File: config.mk
export PLATFORM = sky130hd
export DESIGN_NAME = wr_burst_gen
export DESIGN_NICKNAME = d
export VERILOG_FILES = /design/src/rtl/wr_burst_gen.sv
export SDC_FILE = /design/constraint.sdc
export NUM_CORES = 1
export LEC_CHECK = 0
export ABC_AREA = 1
export CAP_MARGIN = 20
export CORE_ASPECT_RATIO = 1.2
export CORE_MARGIN = 1
export CORE_UTILIZATION = 47
export DETAILED_ROUTE_END_ITERATION = 8
export MAX_ROUTING_LAYER = met4
export PLACE_DENSITY = 0.86
export RECOVER_POWER = 50
export SLEW_MARGIN = 10
export SYNTH_ARGS = -nofsm -noshare
export SYNTH_HDL_FRONTEND = slang
export SYNTH_SLANG_ARGS = --single-unit
File: constraint.sdc
create_clock -name clk -period 2.78 [get_ports clk]
set_input_delay 0.417 -clock clk [delete_from_list [all_inputs] [get_ports clk]]
set_output_delay 0.417 -clock clk [all_outputs]
set_load 0.05 [all_outputs]
File: src/rtl/wr_burst_gen.sv
// Write-source stage: slices a valid/ready user beat stream into fixed-size bursts
// on a circular address window and emits beats plus one command per burst.
// A one-beat hold register delays each beat so the burst-final marker can always
// be placed on a real beat, and the command is issued on the same cycle as that beat.
module wr_burst_gen #(
    parameter int unsigned AXI_DATA_WIDTH = 128,
    parameter int unsigned AXI_ADDR_WIDTH = 32,
    parameter int unsigned BURST_LEN      = 16
) (
    input  logic                      clk,
    input  logic                      reset_n,
    input  logic [AXI_ADDR_WIDTH-1:0] cfg_base_addr,
    input  logic [AXI_ADDR_WIDTH-1:0] cfg_end_addr,
    input  logic                      wr_start,
    input  logic                      wr_stop,
    input  logic [AXI_DATA_WIDTH-1:0] user_wr_data,
    input  logic                      user_wr_valid,
    output logic                      user_wr_ready,
    output logic                      wr_req_en,
    output logic [7:0]                wr_burst_length,
    output logic [AXI_ADDR_WIDTH-1:0] wr_data_addr,
    output logic [AXI_DATA_WIDTH-1:0] wr_data_din,
    output logic                      wr_data_valid,
    output logic                      wr_data_last,
    output logic                      wr_busy,
    output logic [31:0]               wr_burst_cnt
);

    // Byte distance between consecutive burst slots in the window.
    localparam int unsigned StrideBytes = BURST_LEN * AXI_DATA_WIDTH / 8;
    localparam int unsigned CntW        = 9;
    localparam logic [CntW-1:0]         BurstLenC = CntW'(BURST_LEN);
    localparam logic [AXI_ADDR_WIDTH:0] StrideC   = (AXI_ADDR_WIDTH + 1)'(StrideBytes);

    typedef enum logic [1:0] {
        StIdle,
        StRun,
        StFlush
    } state_e;

    state_e                    state_q;
    logic [AXI_ADDR_WIDTH-1:0] base_q;
    logic [AXI_ADDR_WIDTH-1:0] end_q;
    logic [AXI_ADDR_WIDTH-1:0] addr_ptr_q;
    // Beats accepted into the open burst, including the one sitting in the hold register.
    logic [CntW-1:0]           beat_cnt_q;
    logic                      hold_vld_q;
    logic [AXI_DATA_WIDTH-1:0] hold_data_q;

    logic                      req_q;
    logic [7:0]                len_q;
    logic [AXI_ADDR_WIDTH-1:0] addr_q;
    logic [AXI_DATA_WIDTH-1:0] din_q;
    logic                      dvalid_q;
    logic                      dlast_q;
    logic                      busy_q;
    logic [31:0]               burst_cnt_q;

    logic                      ready;
    logic                      accept;
    logic                      hold_final;
    logic                      flush_drain;
    logic                      emit;
    logic                      close;
    logic [AXI_ADDR_WIDTH:0]   addr_sum;
    logic [AXI_ADDR_WIDTH-1:0] addr_next;
    logic [7:0]                close_len;

    // Handshake, beat-release and burst-close decisions for the coming edge.
    always_comb begin
        ready       = (state_q == StRun) && !wr_stop;
        accept      = ready && user_wr_valid;
        // The held beat is always the newest one, so its index is beat_cnt_q - 1.
        hold_final  = hold_vld_q && (beat_cnt_q == BurstLenC);
        flush_drain = (state_q == StFlush) && hold_vld_q;
        emit        = hold_vld_q && (accept || hold_final || flush_drain);
        close       = emit && (hold_final || flush_drain);
        // Full bursts have beat_cnt_q == BURST_LEN, so one formula covers both cases.
        close_len   = 8'(beat_cnt_q - 9'd1);
        addr_sum    = {1'b0, addr_ptr_q} + StrideC;
        // Partial bursts also advance a full stride so slots stay aligned.
        if (addr_sum >= {1'b0, end_q}) begin
            addr_next = base_q;
        end else begin
            addr_next = addr_sum[AXI_ADDR_WIDTH-1:0];
        end
    end

    // Session FSM, hold register, burst bookkeeping and registered outputs.
    always_ff @(posedge clk or negedge reset_n) begin
        if (!reset_n) begin
            state_q     <= StIdle;
            base_q      <= '0;
            end_q       <= '0;
            addr_ptr_q  <= '0;
            beat_cnt_q  <= '0;
            hold_vld_q  <= 1'b0;
            hold_data_q <= '0;
            req_q       <= 1'b0;
            len_q       <= '0;
            addr_q      <= '0;
            din_q       <= '0;
            dvalid_q    <= 1'b0;
            dlast_q     <= 1'b0;
            busy_q      <= 1'b0;
            burst_cnt_q <= '0;
        end else begin
            // Strobes are single-cycle by construction.
            dvalid_q <= emit;
            dlast_q  <= close;
            req_q    <= close;

            if (emit) begin
                din_q <= hold_data_q;
            end

            if (close) begin
                len_q       <= close_len;
                addr_q      <= addr_ptr_q;
                addr_ptr_q  <= addr_next;
                burst_cnt_q <= burst_cnt_q + 32'd1;
            end

            // A newly accepted beat refills the hold register on the same edge it empties.
            if (accept) begin
                hold_data_q <= user_wr_data;
                hold_vld_q  <= 1'b1;
            end else if (emit) begin
                hold_vld_q  <= 1'b0;
            end

            if (close) begin
                beat_cnt_q <= accept ? 9'd1 : 9'd0;
            end else if (accept) begin
                beat_cnt_q <= beat_cnt_q + 9'd1;
            end

            case (state_q)
                StIdle: begin
                    // Hold register is always empty here, so no close can collide.
                    if (wr_start) begin
                        state_q     <= StRun;
                        base_q      <= cfg_base_addr;
                        end_q       <= cfg_end_addr;
                        addr_ptr_q  <= cfg_base_addr;
                        beat_cnt_q  <= '0;
                        burst_cnt_q <= '0;
                        busy_q      <= 1'b1;
                    end
                end
                StRun: begin
                    if (wr_stop) begin
                        state_q <= StFlush;
                    end
                end
                StFlush: begin
                    state_q <= StIdle;
                    busy_q  <= 1'b0;
                end
                default: begin
                    state_q <= StIdle;
                    busy_q  <= 1'b0;
                end
            endcase
        end
    end

    assign user_wr_ready   = ready;
    assign wr_req_en       = req_q;
    assign wr_burst_length = len_q;
    assign wr_data_addr    = addr_q;
    assign wr_data_din     = din_q;
    assign wr_data_valid   = dvalid_q;
    assign wr_data_last    = dlast_q;
    assign wr_busy         = busy_q;
    assign wr_burst_cnt    = burst_cnt_q;

endmodule

Yosys cells after proc, flatten, opt, wreduce, memory -nomap -nowiden
Index checks and enable logic that the tools add are counted.
W data, S select, Z words.
{ "word_totals": {"ff_bits": 439, "output_inout_bits": 205, "elab_cells": 59} }
{ "classes": {"add_sub_neg": 4, "magnitude_cmp": 1, "eq_ne": 5, "n_mux": 19, "bitwise": 1, "reduce_logical": 15} }
{ "ops": {"columns": ["op", "count"], "rows": [
  ["$mux W32", 7],
  ["$mux W9", 4],
  ["$add A32 B9 Y33 const B", 1],
  ["$ge A33 B32 Y1", 1],
  ["$add A32 B1 Y32 const B", 1],
  ["$add A9 B1 Y9 const B", 1],
  ["$eq A9 B5 Y1 const B", 1],
  ["$sub A8 B1 Y8 const B", 1],
  ["$logic_and A1 B1 Y1", 6],
  ["$reduce_and A2 Y1", 3],
  ["$mux W1", 4],
  ["$mux W2", 2],
  ["$ne A2 B2 Y1 const B", 2],
  ["$pmux W2 S2", 1],
  ["$logic_or A1 B1 Y1", 3],
  ["$eq A2 B1 Y1 const B", 1],
  ["$eq A2 B2 Y1 const B", 1],
  ["$logic_not A2 Y1", 1],
  ["$pmux W1 S2", 1],
  ["$reduce_bool A2 Y1", 1],
  ["$logic_not A1 Y1", 1],
  ["$not A1 Y1", 1]
]} }

Longest topological paths before layout
Gate-level depths: netlist (run 1).
{ "depth": {"ltp_word": 10, "depth_mapped": 24, "mapped_depth_nobuf": 24} }

Least setup slack after synthesis (run 1)
No wires, ideal clock.
{ "synth_path": {"path_kind": "register to register", "startpoint": "register addr_ptr_q[8]", "endpoint": "register addr_ptr_q[9]", "setup_ns": 0.124, "t_arrival_ns": 2.716, "required_ns": 2.656, "setup_slack_ns": -0.059, "path_stages_with_launch": 19, "path_buffers": 1, "synth_period_minus_slack_ns": 2.839, "cell_sequence": "dfrtp_1 ha_1 nand2_2 nor2_4 nand2_4 nor3_1 nand2_1 o21ai_0 inv_1 ha_1 nand2_1 nor2_1 nand4_1 nand3b_1 nor2_2 nor2_8 buf_6 nor2_1 o21bai_2"} }
{ "synth_between": {"elab_chain_len": 6} }
{ "synth_rtl": {"columns": ["element", "line_no", "source"], "rows": [
  ["start: declaration", "44", "logic [AXI_ADDR_WIDTH-1:0] addr_ptr_q;"],
  ["start signal: assignment", "120", "addr_ptr_q <= addr_next;"],
  ["start signal: assignment", "145", "addr_ptr_q <= cfg_base_addr;"],
  ["$add A32 B9 Y33 (*)", "80", "addr_sum = {1'b0, addr_ptr_q} + StrideC;"],
  ["$ge A33 B32 Y1", "82", "if (addr_sum >= {1'b0, end_q}) begin"],
  ["$mux W32 (*)", "82", null],
  ["$mux W32 (*)", "117", "if (close) begin"],
  ["$mux W32", "141", "if (wr_start) begin"],
  ["$mux W32 (*)", "138", "case (state_q)"]
]} }
Every way passes the cells marked *; elsewhere a longest branch is shown, timed or not.
A chain may end at the register's enable or synchronous reset.

Final worst setup path (run 1)
{ "layout_path": {"startpoint": "register addr_ptr_q[9]", "endpoint": "register addr_ptr_q[28]"} }
The elaborated chain is that of the path after synthesis.

==> metrics, run 1 <==
Avg Inst Size Synth 9.375 µm²; number of antenna violations at the first check in global routing 3; standard-cell rows 81; share of layout cells above drive strength 1 0.2024; Syn Inst Count 2085; wirelength, routed 58260 µm; classification of the worst setup path reg -> reg; clock transition at the register clock pins on the worst setup and hold paths after CTS 70 ps; area share of the largest cell type after synthesis 0.5620; TritonCTS buffer count 44; post-layout power 0.03464 W; last weighted congestion value of the routability-driven placer 0.9451; TritonCTS Sinks 439; CTS max path bufs 3; source-to-sink clock delay at the later pin of the worst-skew pair 570 ps; mapped cell area 19550 µm²; time the final worst path needs with I/O delays and setup 3201 ps; worst hold margin 388.2 ps; GRT Overall Usage 0.2741; width of the die 188.2 µm; Max-slew headroom -0.07023; pin count of the biggest net entering global routing 132; number of synthesized register bits 439; RSZ-0062 raised after global routing true; post-detailed-route wirelength per cell 18.44 µm; biggest fanout along the worst timing path 6; outcome finished, violations left; clock tree skew after final layout 17.37 ps; maximum single-stage delay on the critical path 430 ps; final routed DRC violation total 0; Final Hold Vio Count 0; IO Count 402; cell depth of the worst min-delay path 3; cell with the biggest individual delay on the critical path sky130_fd_sc_hd__dfrtp_1; vias in the first global route 17.13k; maximum VDD drop 0.7957 mV; CTS tree yes; Setup violations, final 32; warnings from Yosys 0; source of the worst register-to-register timing path addr_ptr_q[9]$_DFF_PN0_; Yosys top cell by area sky130_fd_sc_hd__dfrtp_1; part of the Yosys area used for sequential elements 0.5620; ratio of total power to cell area 1273 nW/µm²; post-route clock period utilization 1.152; iteration-0 DRC count of the detailed router 918; synthesized net count 2319; vias after detailed routing 16.52k; I/O Buffers 401; minimum setup slack among reg-to-reg paths -420 ps; Hold Crit Endpoint hold_data_q[73]$_DFFE_PN0P_; biggest area contributors in the synthesized netlist sky130_fd_sc_hd__dfrtp_1, sky130_fd_sc_hd__nand2_1, sky130_fd_sc_hd__mux2_2; worst endpoint data arrival time 3690 ps; Final TNS setup -12410 ps; end of the worst register-to-register path addr_ptr_q[28]$_DFF_PN0_; Leak Pwr 12.86 nW; grt ovf 0; number of enable-type register cells in the synthesized netlist 0; clock root cell sky130_fd_sc_hd__clkbuf_16; type of the most critical hold path in -> reg; post-synth cell types 44; die footprint 42410 µm²; count of antenna-violating nets left after detailed routing 0; initial core utilization 0.4786; H-tree levels 2; sort of element at the end of the critical path flop; final-stage net count 2821; asr flop ratio synth 1.000; area delta synth->final 39.24%; CORE AREA 40840 µm²; Detail Placement HPWL 40020 µm; violations in the final reports max-capacitance violations, max-slew violations, negative setup slack; Final Worst Setup Slack -421.5 ps; maximum clock frequency 312.4 MHz; die boundary height 225.4 µm; CP dominant cell by count sky130_fd_sc_hd__nor2_4; Worst Setup Start Kind flop; global-route wire length before repair 89070 µm; number of maximum-capacitance constraint violations 1; via/cell ratio 5.228; launch instance of the worst min-delay path user_wr_data[73]; reg2reg path depth 20; final count of pins violating max slew 132; cell breakdown of the critical path ha_4 > nand2_4 > nor2_4 > nand3_4 > nor3_4 > nand2_2 > xor2_2 > inv_2 > ha_4 > nand2_4 > nor2_4 > and3_4 > nand3b_1 > nor2_4 > nor2_8 > buf_12 > clkbuf_16 > nand2_1 > nand2_1 > o21bai_2; worst-margin pin slew 1605 ps; First-pass DRT Iterations 7; commonest cells after routing, fill and taps aside sky130_fd_sc_hd__nand2_1, sky130_fd_sc_hd__dfrtp_1, sky130_fd_sc_hd__clkdlybuf4s50_1, sky130_fd_sc_hd__inv_1, sky130_fd_sc_hd__buf_4; most common library cell in the layout ignoring fill and taps sky130_fd_sc_hd__nand2_1; leading register cell type out of synthesis sky130_fd_sc_hd__dfrtp_1; required time reported for the critical path endpoint 3270 ps
timing repair:
item                       4_1_cts  5_1_grt
setup endpoints to repair       32       32
resized for setup               40      143
hold buffers                     1        0
pin swaps                       18       59
setup buffers                    4       22
hold endpoints to repair        69        0
cloned                           0        5
worst max path at each step:
stage | startpoint | end | slack, ps
final | addr_ptr_q[9]$_DFF_PN0_ | addr_ptr_q[28]$_DFF_PN0_ | -420
after global routing | addr_ptr_q[16]$_DFF_PN0_ | addr_ptr_q[5]$_DFF_PN0_ | -570
after CTS | addr_ptr_q[8]$_DFF_PN0_ | addr_ptr_q[21]$_DFF_PN0_ | -370
after floorplan | addr_ptr_q[8]$_DFF_PN0_ | addr_ptr_q[25]$_DFF_PN0_ | -10
after detailed placement | addr_ptr_q[12]$_DFF_PN0_ | addr_ptr_q[26]$_DFF_PN0_ | -410
after global placement | addr_ptr_q[14]$_DFF_PN0_ | addr_ptr_q[26]$_DFF_PN0_ | -340
cell families after synthesis:
kind of cell	count (synthesis)	share of synthesized area
and+or+nand+nor	1023	0.2138
DFF	439	0.5620
buffers and inverters	237	0.05127
AOI/OAI and AO/OA	179	0.05671
muxes	128	0.07374
xor gates and xnor gates	42	0.01882
adders and majority gates	37	0.02368
per-layer routing:
layer,GRT usage,up-vias,part of all wire
li1,-,7617,-
met1,0.3120,8100,0.37
met2,0.4623,666,0.50
met3,0.07428,139,0.086
met4,0.1002,0,0.037
met5,-,-,0
metrics by stage:
stage	worst slack, ps	util	std cells	area, µm²
2_1_floorplan	-11.19	-	2085	19580
3_3_place_gp	-340.4	0.6092	3049	24880
3_5_place_dp	-408.7	0.6092	3049	24880
4_1_cts	-367.1	0.6490	3131	26510
5_1_grt	-568.2	0.6664	3160	27220
6_report	-421.5	0.6664	3160	27220
synthesized netlist by cell type (2+ instances only):
| master | number |
|---|---|
| sky130_fd_sc_hd__nand2_1 | 788 |
| sky130_fd_sc_hd__dfrtp_1 | 439 |
| sky130_fd_sc_hd__inv_1 | 144 |
| sky130_fd_sc_hd__mux2_2 | 108 |
| sky130_fd_sc_hd__o21ai_0 | 105 |
| sky130_fd_sc_hd__nor2_1 | 102 |
| sky130_fd_sc_hd__clkbuf_1 | 55 |
| sky130_fd_sc_hd__ha_1 | 37 |
| sky130_fd_sc_hd__nor3_1 | 36 |
| sky130_fd_sc_hd__nand3_1 | 35 |
| sky130_fd_sc_hd__xor2_1 | 31 |
| sky130_fd_sc_hd__a21oi_1 | 25 |
| sky130_fd_sc_hd__o21bai_2 | 22 |
| sky130_fd_sc_hd__mux2_1 | 20 |
| sky130_fd_sc_hd__buf_2 | 15 |
| sky130_fd_sc_hd__nor2_2 | 15 |
| sky130_fd_sc_hd__nand4_1 | 14 |
| sky130_fd_sc_hd__a221oi_1 | 13 |
| sky130_fd_sc_hd__buf_4 | 12 |
| sky130_fd_sc_hd__xnor2_1 | 11 |
| sky130_fd_sc_hd__nor4_1 | 6 |
| sky130_fd_sc_hd__buf_6 | 5 |
| sky130_fd_sc_hd__nor2_4 | 5 |
| sky130_fd_sc_hd__a211oi_1 | 4 |
| sky130_fd_sc_hd__a31oi_1 | 4 |
| sky130_fd_sc_hd__inv_2 | 4 |
| sky130_fd_sc_hd__or2_2 | 4 |
| sky130_fd_sc_hd__nand2_2 | 3 |
| sky130_fd_sc_hd__nand3_2 | 3 |
| sky130_fd_sc_hd__nand3b_1 | 3 |
| sky130_fd_sc_hd__a21o_1 | 2 |
| sky130_fd_sc_hd__nor3b_1 | 2 |
| sky130_fd_sc_hd__o21ai_1 | 2 |
sequential cells by signal (all words and copies together) (netlist names), 2 cells and up:
register	cells
beat_cnt_q	9
wr_data_addr	32
hold_data_q	128
end_q	32
state_q	2
wr_burst_cnt	32
wr_burst_length	8
base_q	32
wr_data_din	128
addr_ptr_q	32
report_power, final:
group / switching (W) / total (W) / internal [W]
sequential: 0.00181 / 0.0110 / 0.00921
clock: 0.00251 / 0.00585 / 0.00334
combinational: 0.0109 / 0.0178 / 0.00690
critical path, delay by kind of cell (launching register included):
family	cells	cell delay, ps
simple gates	13	1520
fa+ha+maj	2	470
flops	1	430
buf+inv	3	380
xor+xnor	1	200
compound gates	1	140
cell type report:
class | count | area (µm²)
Sequential cell | 439 | 10990
Clock buffer | 64 | 1296
Timing Repair Buffer | 545 | 5241
Inverter | 148 | 559.3
Multi-Input combinational cell | 1409 | 8333
Fill cell | 2865 | 13620
Clock inverter | 13 | 120.1
Tap cell | 539 | 674.4
Antenna cell | 3 | 7.507
Note: power is estimated with default switching activity, not from simulation.
==> run 2: changes to the inputs <==
--- a/config.mk
+++ b/config.mk
@@ -14,6 +14,7 @@
 export MAX_ROUTING_LAYER = met4
 export PLACE_DENSITY = 0.86
 export RECOVER_POWER = 50
+export REMOVE_ABC_BUFFERS = 1
 export SLEW_MARGIN = 10
 export SYNTH_ARGS = -nofsm -noshare
 export SYNTH_HDL_FRONTEND = slang
==> run 2 against run 1 <==
Effect of this change: the run still ends with max-capacitance violations, max-slew violations, negative setup slack left; non-clock buffer count unchanged; core utilization up 0.20 points; clock skew up 2.6 ps; clock power up 5.8%; first-iteration DRC count down 5.0%; critical path type unchanged; highest routed layer unchanged.
==> metrics, run 2 (same netlist as run 1, synthesis figures left out) <==
I/O Buffers 401; biggest fanout along the worst timing path 8; maximum clock frequency 315.5 MHz; wirelength, routed 58040 µm; post-detailed-route wirelength per cell 18.36 µm; maximum VDD drop 0.8713 mV; sort of element at the end of the critical path flop; TritonCTS buffer count 44; CTS tree yes; H-tree levels 2; vias after detailed routing 16.58k; die boundary height 225.4 µm; Leak Pwr 12.91 nW; last weighted congestion value of the routability-driven placer 0.9284; Worst Setup Start Kind flop; GRT Overall Usage 0.2777; vias in the first global route 17.32k; worst-margin pin slew 1720 ps; initial core utilization 0.4786; Final Worst Setup Slack -389.9 ps; commonest cells after routing, fill and taps aside sky130_fd_sc_hd__nand2_1, sky130_fd_sc_hd__dfrtp_1, sky130_fd_sc_hd__clkdlybuf4s50_1, sky130_fd_sc_hd__inv_1, sky130_fd_sc_hd__buf_4; worst endpoint data arrival time 3650 ps; final routed DRC violation total 0; launch instance of the worst min-delay path user_wr_data[100]; CTS max path bufs 3; type of the most critical hold path in -> reg; most common library cell in the layout ignoring fill and taps sky130_fd_sc_hd__nand2_1; final count of pins violating max slew 235; placement-stage worst setup slack -493.5 ps; Detail Placement HPWL 39760 µm; pin count of the biggest net entering global routing 130; post-route clock period utilization 1.140; width of the die 188.2 µm; standard-cell rows 81; via/cell ratio 5.244; grt ovf 0; ratio of total power to cell area 1274 nW/µm²; Setup violations, final 40; source-to-sink clock delay at the later pin of the worst-skew pair 550 ps; count of antenna-violating nets left after detailed routing 0; clock tree skew after final layout 19.94 ps; violations in the final reports max-capacitance violations, max-slew violations, negative setup slack; outcome finished, violations left; final-stage net count 2821; area of combinational cells with multiple inputs 8287 µm²; RSZ-0062 raised after global routing true; Critical Path Start addr_ptr_q[12]$_DFF_PN0_; Max-slew headroom -0.1465; required time reported for the critical path endpoint 3260 ps; Fill cells 2948; final instance area 27300 µm²; number of antenna violations at the first check in global routing 5; First-pass DRT Iterations 5; TritonCTS Sinks 439; time the final worst path needs with I/O delays and setup 3170 ps; share of layout cells above drive strength 1 0.1930; area delta synth->final 39.66%; source of the worst register-to-register timing path addr_ptr_q[12]$_DFF_PN0_; sequential cell area 10990 µm²; classification of the worst setup path reg -> reg; Final Hold Vio Count 0; iteration-0 DRC count of the detailed router 872; die footprint 42410 µm²; IO Count 402; CORE AREA 40840 µm²; placed cell areas 24910 µm²; clock root cell sky130_fd_sc_hd__clkbuf_16; global-route wire length before repair 90150 µm; clock transition at the register clock pins on the worst setup and hold paths after CTS 70 ps; number of maximum-capacitance constraint violations 2
[run 2: changes by cell type in the layout (fill, tap and decap cells not counted), moves of 6 or more]
cell | before | now
sky130_fd_sc_hd__nor2_4 | 15 | 21
sky130_fd_sc_hd__bufinv_16 | 1 | 7
sky130_fd_sc_hd__nor2_2 | 25 | 19
sky130_fd_sc_hd__clkbuf_8 | 12 | 4
sky130_fd_sc_hd__nand2_2 | 44 | 31
sky130_fd_sc_hd__nand2_1 | 732 | 747
[run 2: critical path, cell delays in order, from the launching register on]
cell	delay, ps
sky130_fd_sc_hd__dfrtp_1	440
sky130_fd_sc_hd__inv_2	90
sky130_fd_sc_hd__buf_4	150
sky130_fd_sc_hd__buf_4	130
sky130_fd_sc_hd__nor2_4	140
sky130_fd_sc_hd__nand2_2	100
sky130_fd_sc_hd__nor2_4	140
sky130_fd_sc_hd__inv_2	70
sky130_fd_sc_hd__nand2_4	80
sky130_fd_sc_hd__inv_2	50
sky130_fd_sc_hd__ha_4	270
sky130_fd_sc_hd__nand2_4	70
sky130_fd_sc_hd__nor2_4	170
sky130_fd_sc_hd__buf_6	120
sky130_fd_sc_hd__nand2_1	40
sky130_fd_sc_hd__nor2_1	100
sky130_fd_sc_hd__nand2_1	80
sky130_fd_sc_hd__buf_4	140
sky130_fd_sc_hd__nand4_1	60
sky130_fd_sc_hd__nor2_1	70
sky130_fd_sc_hd__nand3_2	110
sky130_fd_sc_hd__nand2_2	80
sky130_fd_sc_hd__buf_12	170
sky130_fd_sc_hd__nand2_4	70
sky130_fd_sc_hd__nand3_2	80
sky130_fd_sc_hd__nand2_1	110
[run 2: path summary, 6_finish.rpt]
check | to | slack [ps] | cells past startpoint
hold reg to reg | hold_data_q[18]$_DFFE_PN0P_ | 470 | 2
min in group asynchronous | wr_data_addr[1]$_DFFE_PN0P_ | 860 | 2
setup / recovery | addr_ptr_q[5]$_DFF_PN0_ | -390 | 25
hold / removal | hold_data_q[100]$_DFFE_PN0P_ | 400 | 3
setup reg to reg | addr_ptr_q[5]$_DFF_PN0_ | -390 | 25
max in group asynchronous | wr_burst_cnt[25]$_DFF_PN0_ | 350 | 3
[run 2: layout make-up]
class / count / share of cell area
Tap cell: 539 / 0.02470
Timing Repair Buffer: 545 / 0.1939
Sequential cell: 439 / 0.4024
Antenna cell: 5 / 0.0004583
Clock buffer: 58 / 0.04450
Inverter: 148 / 0.02044
Multi-Input combinational cell: 1409 / 0.3035
Clock inverter: 18 / 0.01004
[run 2: stage by stage]
stage	std cells	power (W)	TNS, ps	util	hold slack, ps
finish	3161	0.03478	-11470	0.6684	401.8
global route	3161	0.03651	-22330	0.6684	399.4
global placement	3056	0.02615	-11780	0.6099	409.3
CTS	3149	0.03419	-8988	0.6596	373.9
detailed placement	3056	0.02670	-14380	0.6099	411.5
floorplan	1996	0.02034	-1386540	-	121.4
[run 2: timing repair]
action	CTS	global route
pin swaps	30	31
setup buffers	13	6
endpoints found under the setup margin	32	32
hold buffers	1	0
gates resized for setup	97	74
cloned	3	1
hold endpoints to repair	48	0
[run 2: report_power, final]
| group | internal (W) | leakage (nW) | switching, W |
|---|---|---|---|
| registers | 0.00921 | 5.53 | 0.00183 |
| logic | 0.00682 | 6.65 | 0.0107 |
| clock network | 0.00372 | 0.729 | 0.00248 |
| total | 0.0197 | 12.9 | 0.0150 |
[run 2: layer usage]
layer  global-route usage  routed length, µm  part of all wire  up-vias
met4               0.1117               2152             0.037        0
met5                    -                  0                 0        -
met1               0.3172              21880              0.38     8112
li1                     -                  -                 -     7658
met2               0.4663              29160              0.50      669
met3              0.07023               4857             0.084      137
